<file path="src/rtl/cpu_types_pkg.sv">
//==============================================================================
// cpu_types_pkg: shared CPU word and RAM handshake types.  Rev 1.0
//==============================================================================
`default_nettype none

package cpu_types_pkg;
  typedef logic [31:0] word_t;

  typedef enum logic [1:0] {
    FREE   = 2'd0,
    BUSY   = 2'd1,
    ACCESS = 2'd2,
    ERROR  = 2'd3
  } ramstate_t;
endpackage

`default_nettype wire

</file>
<file path="src/rtl/diaosi_types_pkg.sv">
//==============================================================================
// diaosi_types_pkg: bus controller states, request classes, tie-break helper.  Rev 1.0
//==============================================================================
`default_nettype none

package diaosi_types_pkg;
  typedef enum logic [2:0] {
    IDLE   = 3'd0,
    INVAL  = 3'd1,
    SNOOP  = 3'd2,
    CCWB   = 3'd3,
    DATA   = 3'd4,
    WB     = 3'd5,
    IFETCH = 3'd6
  } busstate_t;

  typedef enum logic [2:0] {
    REQ_NONE = 3'd0,
    REQ_INV  = 3'd1,
    REQ_WB   = 3'd2,
    REQ_CRD  = 3'd3,
    REQ_IF   = 3'd4
  } reqclass_t;

  // Both caches requesting: the one not granted last wins.
  function automatic logic pick_idx(input logic [1:0] req, input logic last_grant);
    return (req == 2'b11) ? ~last_grant : req[1];
  endfunction
endpackage

`default_nettype wire

</file>
<file path="src/rtl/bus_arbiter.sv">
//==============================================================================
// bus_arbiter: class priority (INV > WB > CRD > IF) with round-robin tie-break.  Rev 1.0
//==============================================================================
`default_nettype none

module bus_arbiter
  import diaosi_types_pkg::*;
(
  input  logic [1:0] inv_pend,
  input  logic [1:0] wb_req,
  input  logic [1:0] crd_req,
  input  logic [1:0] if_req,
  input  logic       last_grant,
  output logic       gnt_valid,
  output logic       gnt_idx,
  output reqclass_t  gnt_class
);

  always_comb begin
    gnt_valid = 1'b1;
    gnt_idx   = 1'b0;
    gnt_class = REQ_NONE;
    if (|inv_pend) begin
      gnt_class = REQ_INV;
      gnt_idx   = pick_idx(inv_pend, last_grant);
    end else if (|wb_req) begin
      gnt_class = REQ_WB;
      gnt_idx   = pick_idx(wb_req, last_grant);
    end else if (|crd_req) begin
      gnt_class = REQ_CRD;
      gnt_idx   = pick_idx(crd_req, last_grant);
    end else if (|if_req) begin
      gnt_class = REQ_IF;
      gnt_idx   = pick_idx(if_req, last_grant);
    end else begin
      gnt_valid = 1'b0;
    end
  end

endmodule

`default_nettype wire

</file>
<file path="src/rtl/coherence_bus_ctrl.sv">
//==============================================================================
// coherence_bus_ctrl: dual-core snoop/RAM bus controller; C2C_XFER_EN enables cache-to-cache fill.
// Rev 1.0
//==============================================================================
`default_nettype none

module coherence_bus_ctrl
  import cpu_types_pkg::*;
  import diaosi_types_pkg::*;
#(
  parameter int CPUS = 2
) (
  input  logic            CLK,
  input  logic            nRST,
  input  logic [CPUS-1:0] iREN,
  input  word_t           iaddr [CPUS],
  output logic [CPUS-1:0] iwait,
  output word_t           iload [CPUS],
  input  logic [CPUS-1:0] dREN,
  input  logic [CPUS-1:0] dWEN,
  input  word_t           daddr [CPUS],
  input  word_t           dstore [CPUS],
  input  logic [CPUS-1:0] cctrans,
  input  logic [CPUS-1:0] ccwrite,
  output logic [CPUS-1:0] dwait,
  output word_t           dload [CPUS],
  output logic [CPUS-1:0] ccwait,
  output logic [CPUS-1:0] ccinv,
  output word_t           ccsnoopaddr [CPUS],
  input  ramstate_t       ramstate,
  input  word_t           ramload,
  output logic            ramREN,
  output logic            ramWEN,
  output word_t           ramaddr,
  output word_t           ramstore
);

  busstate_t       state, state_n;
  logic            gnt, gnt_n, cnt, cnt_n, last_grant, last_grant_n;
  logic [CPUS-1:0] inv_pend, inv_set, inv_clr;
  word_t           inv_addr [CPUS];
  logic            oth, acc;
  logic            arb_valid, arb_idx;
  reqclass_t       arb_class;

  assign oth = ~gnt;
  assign acc = (ramstate == ACCESS);
  // A snooped cache acknowledges with the same encoding as an INV pulse; exclude it.
  assign inv_set = cctrans & ~dREN & ~dWEN & ~ccwait;

  bus_arbiter u_arb (
    .inv_pend   (inv_pend),
    .wb_req     (dWEN & ~cctrans),
    .crd_req    (cctrans & dREN),
    .if_req     (iREN),
    .last_grant (last_grant),
    .gnt_valid  (arb_valid),
    .gnt_idx    (arb_idx),
    .gnt_class  (arb_class)
  );

  always_ff @(posedge CLK) begin
    if (!nRST) begin
      state      <= IDLE;
      gnt        <= 1'b0;
      cnt        <= 1'b0;
      last_grant <= 1'b0;
      inv_pend   <= '0;
      for (int i = 0; i < CPUS; i++) inv_addr[i] <= '0;
    end else begin
      state      <= state_n;
      gnt        <= gnt_n;
      cnt        <= cnt_n;
      last_grant <= last_grant_n;
      for (int i = 0; i < CPUS; i++) begin
        if (inv_set[i]) begin
          inv_pend[i] <= 1'b1;
          inv_addr[i] <= daddr[i];
        end else if (inv_clr[i]) begin
          inv_pend[i] <= 1'b0;
        end
      end
    end
  end

  always_comb begin
    state_n      = state;
    gnt_n        = gnt;
    cnt_n        = cnt;
    last_grant_n = last_grant;
    inv_clr      = '0;
    unique case (state)
      IDLE: if (arb_valid) begin
        gnt_n = arb_idx;
        cnt_n = 1'b0;
        if (arb_class != REQ_IF) last_grant_n = ~last_grant;
        case (arb_class)
          REQ_INV: state_n = INVAL;
          REQ_WB:  state_n = WB;
          REQ_CRD: state_n = SNOOP;
          REQ_IF:  state_n = IFETCH;
          default: state_n = IDLE;
        endcase
      end
      INVAL: if (cctrans[oth]) begin
        inv_clr[gnt] = 1'b1;
        state_n      = IDLE;
      end
      SNOOP: if (cctrans[oth]) begin
        cnt_n   = 1'b0;
        state_n = ccwrite[oth] ? CCWB : DATA;
      end
      CCWB: if (acc && dWEN[oth]) begin
        cnt_n = ~cnt;
`ifdef C2C_XFER_EN
        if (cnt) state_n = IDLE;
`else
        if (cnt) state_n = DATA;
`endif
      end
      DATA: if (!dREN[gnt]) begin
        state_n = IDLE;
      end else if (acc) begin
        cnt_n = ~cnt;
        if (cnt) state_n = IDLE;
      end
      WB: if (!dWEN[gnt]) begin
        state_n = IDLE;
      end else if (acc) begin
        cnt_n = ~cnt;
        if (cnt) state_n = IDLE;
      end
      IFETCH: if (!iREN[gnt] || acc) state_n = IDLE;
      default: state_n = IDLE;
    endcase
  end

  always_comb begin
    iwait       = '1;
    dwait       = '1;
    ccwait      = '0;
    ccinv       = '0;
    iload       = '{default: '0};
    dload       = '{default: '0};
    ccsnoopaddr = '{default: '0};
    ramREN      = 1'b0;
    ramWEN      = 1'b0;
    ramaddr     = '0;
    ramstore    = '0;
    unique case (state)
      INVAL: begin
        ccwait[oth]      = 1'b1;
        ccinv[oth]       = 1'b1;
        ccsnoopaddr[oth] = inv_addr[gnt];
      end
      SNOOP: begin
        ccwait[oth]      = 1'b1;
        ccinv[oth]       = ccwrite[gnt];
        ccsnoopaddr[oth] = daddr[gnt];
      end
      CCWB: begin
        ccwait[oth]      = 1'b1;
        ccinv[oth]       = ccwrite[gnt];
        ccsnoopaddr[oth] = daddr[gnt];
        ramWEN           = dWEN[oth];
        ramaddr          = daddr[oth];
        ramstore         = dstore[oth];
        dwait[oth]       = ~acc;
`ifdef C2C_XFER_EN
        dload[gnt]       = dstore[oth];
        dwait[gnt]       = ~acc;
`endif
      end
      DATA: begin
        ramREN     = dREN[gnt];
        ramaddr    = daddr[gnt];
        dload[gnt] = ramload;
        dwait[gnt] = ~acc;
      end
      WB: begin
        ramWEN     = dWEN[gnt];
        ramaddr    = daddr[gnt];
        ramstore   = dstore[gnt];
        dwait[gnt] = ~acc;
      end
      IFETCH: begin
        ramREN     = iREN[gnt];
        ramaddr    = iaddr[gnt];
        iload[gnt] = ramload;
        iwait[gnt] = ~acc;
      end
      default: ;
    endcase
  end

endmodule

`default_nettype wire

</file>
<file path="config.mk">
export PLATFORM = sky130hd
export DESIGN_NAME = coherence_bus_ctrl
export DESIGN_NICKNAME = d
export VERILOG_FILES = /design/src/rtl/cpu_types_pkg.sv /design/src/rtl/diaosi_types_pkg.sv /design/src/rtl/bus_arbiter.sv /design/src/rtl/coherence_bus_ctrl.sv
export SDC_FILE = /design/constraint.sdc
export NUM_CORES = 1
export LEC_CHECK = 0
export ABC_AREA = 0
export BUFFER_PORTS_ARGS = -buffer_cell sky130_fd_sc_hd__buf_2
export CAP_MARGIN = 20
export CORE_AREA = 2 2 195 197
export DETAILED_ROUTE_END_ITERATION = 10
export DIE_AREA = 0 0 197 199
export GPL_TIMING_DRIVEN = 1
export PLACE_DENSITY_LB_ADDON = 0.25
export SLEW_MARGIN = 20
export SYNTH_ARGS = -nofsm -noshare
export SYNTH_HDL_FRONTEND = slang
export SYNTH_SLANG_ARGS = --single-unit
</file>
<file path="constraint.sdc">
create_clock -name CLK -period 3 [get_ports CLK]
set_input_delay 0.6 -clock CLK [delete_from_list [all_inputs] [get_ports CLK]]
set_output_delay 0.6 -clock CLK [all_outputs]
set_load 0.005 [all_outputs]
</file>
======== Yosys cells after proc, flatten, opt, wreduce, memory -nomap -nowiden ========
Memories as Yosys holds them, arrays and structs flattened. A register that Yosys moved wholly into a read port is not among the register bits.
Index checks and enable logic that the tools add are counted.
Widths: inputs -> output; s select.
cells by class
  bitwise operators ....................... 25
  $lt $le $gt $ge ......................... 8
  mux-type cells .......................... 101
  reduce and logical (&&, ||, !) cells .... 22
  equal/unequal tests ..................... 24
operators by type and width
  kind                count
  $mux 32             19
  $and 64x64->64      3
  $mux 64             2
  $pmux 64 s2         1
  $pmux 32 s3         1
  $demux 32 s1        2
  $pmux 32 s2         1
  $mux 1              47
  $mux 3              15
  $pmux 3 s7          1
  $ne 2x2->1 const B  8
  $and 2x2->2         6
  $eq 3x2->1 const B  4
  $eq 3x3->1 const B  4
  $not 2->2           6
  $pmux 3 s4          1
  $reduce_and 6->1    2
  $reduce_or 2->1     6
  $eq 2x2->1 const B  5
  $mux 2              4
  $pmux 2 s2          2
  $eq 3x1->1 const B  2
  $logic_and 1x1->1   5
  $pmux 1 s5          1
  other kinds (19)    32
storage, ports and cells
  bits of input ports ..................... 238
  memories ................................ 1
  flip-flop bits (word level) ............. 8
  output and inout bits ................... 266
  bits in writable memories ............... 64
  logic and storage cells ................. 187
memories
  memory    depth  bits a word  rd ports  clocked after Yosys merged registers in  write ports  line                      RTL
  inv_addr  2      32           1         1                                        2            coherence_bus_ctrl.sv:41  word_t inv_addr [CPUS];

======== Depth between registers and ports, before layout ========
  word-level depth ........................ 12
  mapped depth ............................ 8
  depth with buffers taken out ............ 5

======== Hierarchy ========
From an unflattened synthesis, not the netlist that was laid out.
unflattened totals
  cells, all modules ...................... 913
  area total of the unflattened synthesis .. 7,450.9 sq um
by module, submodules not included
  module              seq. area each (sq um)  area an instance (sq um)  cells an instance  times used
  coherence_bus_ctrl  2,102.0                 7,345.8                   894                1
  bus_arbiter         0.0                     105.1                     19                 1

======== Worst setup path before layout ========
No wires, ideal clock.
  path kind ............................... flip-flop to flip-flop
  from .................................... register gnt
  to ...................................... memory inv_addr[1][0] in the netlist's numbering (enable)
  cell stages (with the launch flop) ...... 6
  buffers on the path ..................... 2
  data arrival time ....................... 1,654 ps
  slack ................................... 868 ps
  required time ........................... 2,521 ps
  cells stage by stage .................... dfxtp_1 buf_6 or3_1 clkbuf_1 nand3_1 nand2_1
RTL lines
  what                      line                      RTL
  start: declaration        coherence_bus_ctrl.sv:39  logic gnt, gnt_n, cnt, cnt_n, last_grant, last_grant_n;
  start signal: assignment  coherence_bus_ctrl.sv:72  gnt <= gnt_n;
  end: declaration          coherence_bus_ctrl.sv:41

======== Final worst setup path ========
  from .................................... register state[0]
  to ...................................... output port ramaddr[0]
on the way
  longest elaborated chain between the ends .. 3
ends and longest elaborated chain
  what                              line                       RTL
  start: declaration                coherence_bus_ctrl.sv:38   busstate_t state, state_n;
  start signal: assignment          coherence_bus_ctrl.sv:71   state <= state_n;
  $eq 3x3->1                        coherence_bus_ctrl.sv:150  unique case (state)
  $reduce_or 2->1 (no source line)  --
  $pmux 32 s3 (*)                   coherence_bus_ctrl.sv:150
  end: declaration                  coherence_bus_ctrl.sv:34   output word_t ramaddr,
Mark *: on every way between the ends. The rest lies on a longest branch, timed or not.

==> results.cfg <==
[setup_path]
arrival_ns = 2.20
cp_max_fo = 64
crit_type = reg -> out
startpoint_type = flip-flop
crit_path_end_kind = output pin
cp.required_ns = 2.40

[cells_and_area]
fin_util_pct = 28.9
syn_to_final_growth_pct = 46.9
drive_above_1_share_pct = 45.1
fin_nets = 1575

[global_route]
grt.total_usage_pct = 15.0
antenna_found_initial = 2
overflow = 0
grt_max_degree = 97
grt_pass1_wl_um = 46000
first_global_vias = 8204

[synthesis]
yosys.area.top_type = edfxtp_1
async_flop_share_pct = 0
synth_seq_cells = 73
synth_cell_types = 48
synthCells = 893
ys_warn_count = 0
synth_area_leaders = edfxtp_1 26%, a221oi_1 15%, and2_1 11%
ys_top_cells_by_count = 129 x and2_1, 124 x nor2_1, 123 x a221oi_1
yosysMostFrequentCell = and2_1
synthFlopType = edfxtp_1
netlist_area_um2 = 7300
seq_area_frac_synth_pct = 28.8
avgSynthCellArea_um2 = 8.18
synth_edf_count = 64
syn-num-nets = 1131
synth_top_area_share_pct = 26.3

[sta]
skew_ns = 0.00656
setup_tns_ns = 0
worst_slew_pin_slew_ns = 0.691
setup_viol = 0
max_freq_ghz = 0.357
finalHoldViolCount = 0
drv_slew = 0
rsz0062_at_grt = no
max-slew-margin-rel_pct = 53.8
layout_min_cycle_time_ns = 2.80
min_period_over_period_pct = 93.3

[cts]
insertion_delay_ns = 0.33
clockBufferDepth = 2
cts_root_buffer = clkbuf_16
cts_tree = yes
cts-htree-levels = 3
cts_made_buffers = 9
cts_hold_buf = 0
cts.sinks = 73
path_clk_slew_ns = 0.06

[floorplan]
std_cell_rows = 71
die_area_um2 = 39200
ios = 504
core-area_um2 = 37100
initial_core_util_pct = 19.7
die_w_um = 197
die_h_um = 199

[routing]
first_pass_iters = 7
wl_per_cell_um = 17.5
vias = 8865
viasPerCell = 4.88
drt-initial-drc-count = 478
antenna_left = 0
totalWireLength_um = 31800
route.detailed.drc = 0

[placed_design]
buffer_ports.inserted = 503
place_hpwl_um = 23600
gp_congestion = 0.804

[power_and_ir_drop]
power_density_nw_per_um2 = 668
power_leakage_nw = 5.38
max-vdd-ir-drop_v = 0.000389

[job]
drv_cap = 0

[min_path]
hp-class = reg -> reg

[outcome]
status = complete, no violations
[routing by layer]
metal  part of all wire (%)  global-route usage (%)
met5                  0.060                       0
met4                    1.6                    4.01
met3                    6.5                    3.27
met2                     50                    26.3
met1                     42                    18.6
[path summary, 6_finish.rpt]
kind | endpoint | startpoint | slack, ns | cells after the start
hold reg to reg | cnt | cnt | 0.52 | 2
setup reg to reg | inv_addr[1][3] | state[1] | 0.56 | 6
hold / removal | cnt | cnt | 0.52 | 2
setup / recovery | ramaddr[0] | state[0] | 0.20 | 7
[sequential cells by signal, summed over array words and instances, names as in the netlist, named ones only]
signal	cells
gnt	1
state	3
inv_pend	2
last_grant	1
cnt	1
inv_addr	64
[kinds of logic (layout without fill, tap and decap cells)]
kind of cell,after synthesis,after routing,share of synthesized area [%]
muxes,89,89,13.0
buffers and inverters,111,558,6.36
xor gates and xnor gates,1,1,0.120
AOI/OAI and AO/OA,234,234,24.5
other,0,1,0
DFF,73,73,28.8
and+or+nand+nor,385,385,27.3
[metrics by stage]
step | hold WS [ns] | power (mW) | instance area [um^2] | setup WS, ns | cells
6_report | 0.515 | 7.17 | 10700 | 0.202 | 1815
3_3_place_gp | 0.495 | 5.99 | 10400 | 0.401 | 1799
3_5_place_dp | 0.500 | 6.01 | 10400 | 0.357 | 1799
5_1_grt | 0.542 | 7.75 | 10700 | 0.0239 | 1814
2_1_floorplan | 0.464 | 4.08 | 7300 | 0.868 | 893
4_1_cts | 0.511 | 7.25 | 10700 | 0.0185 | 1813
[area by class of cell]
cell class                      count  area [um^2]
Tap cell                          474          593
Timing Repair Buffer              535         2870
Multi-Input combinational cell    709         4790
Clock inverter                      5          106
Inverter                            9         35.0
Sequential cell                    73         2110
Antenna cell                        1         2.50
Fill cell                        4016        26400
Clock buffer                        9          225
[power by group]
part / switching [mW] / internal, mW
Sequential: 0.141 / 1.24
Clock: 0.407 / 0.804
Combinational: 2.58 / 2.00
[what timing repair did]
action / 4_1_cts / 5_1_grt
hold endpoints to repair: 0 / 0
resized for setup: 0 / 3
setup buffers: 0 / 1
endpoints found under the setup margin: 0 / 118
[worst max-delay path: stages (launching register included)]
cell and delay (ns):
dfxtp_1 0.42, buf_4 0.24, inv_2 0.11, nor2_4 0.30, buf_12 0.30, a221oi_1 0.12, o22ai_1 0.18, buf_2 0.17
[layout by cell type (no fill, tap or decap), types with 5 or more instances in the layout]
| master | n |
|---|---|
| nor2_1 | 122 |
| dfxtp_1 | 5 |
| mux2_2 | 32 |
| buf_4 | 22 |
| o21ai_0 | 25 |
| inv_1 | 6 |
| buf_12 | 8 |
| buf_2 | 503 |
| a31oi_1 | 5 |
| and2_1 | 129 |
| clkbuf_16 | 9 |
| edfxtp_1 | 64 |
| a221oi_1 | 123 |
| a22o_1 | 7 |
| mux2i_1 | 54 |
| nand3_1 | 9 |
| a21oi_1 | 19 |
| nand2_1 | 36 |
| o22ai_1 | 29 |
| and3_1 | 65 |
Note: power is estimated with default switching activity, not from simulation.
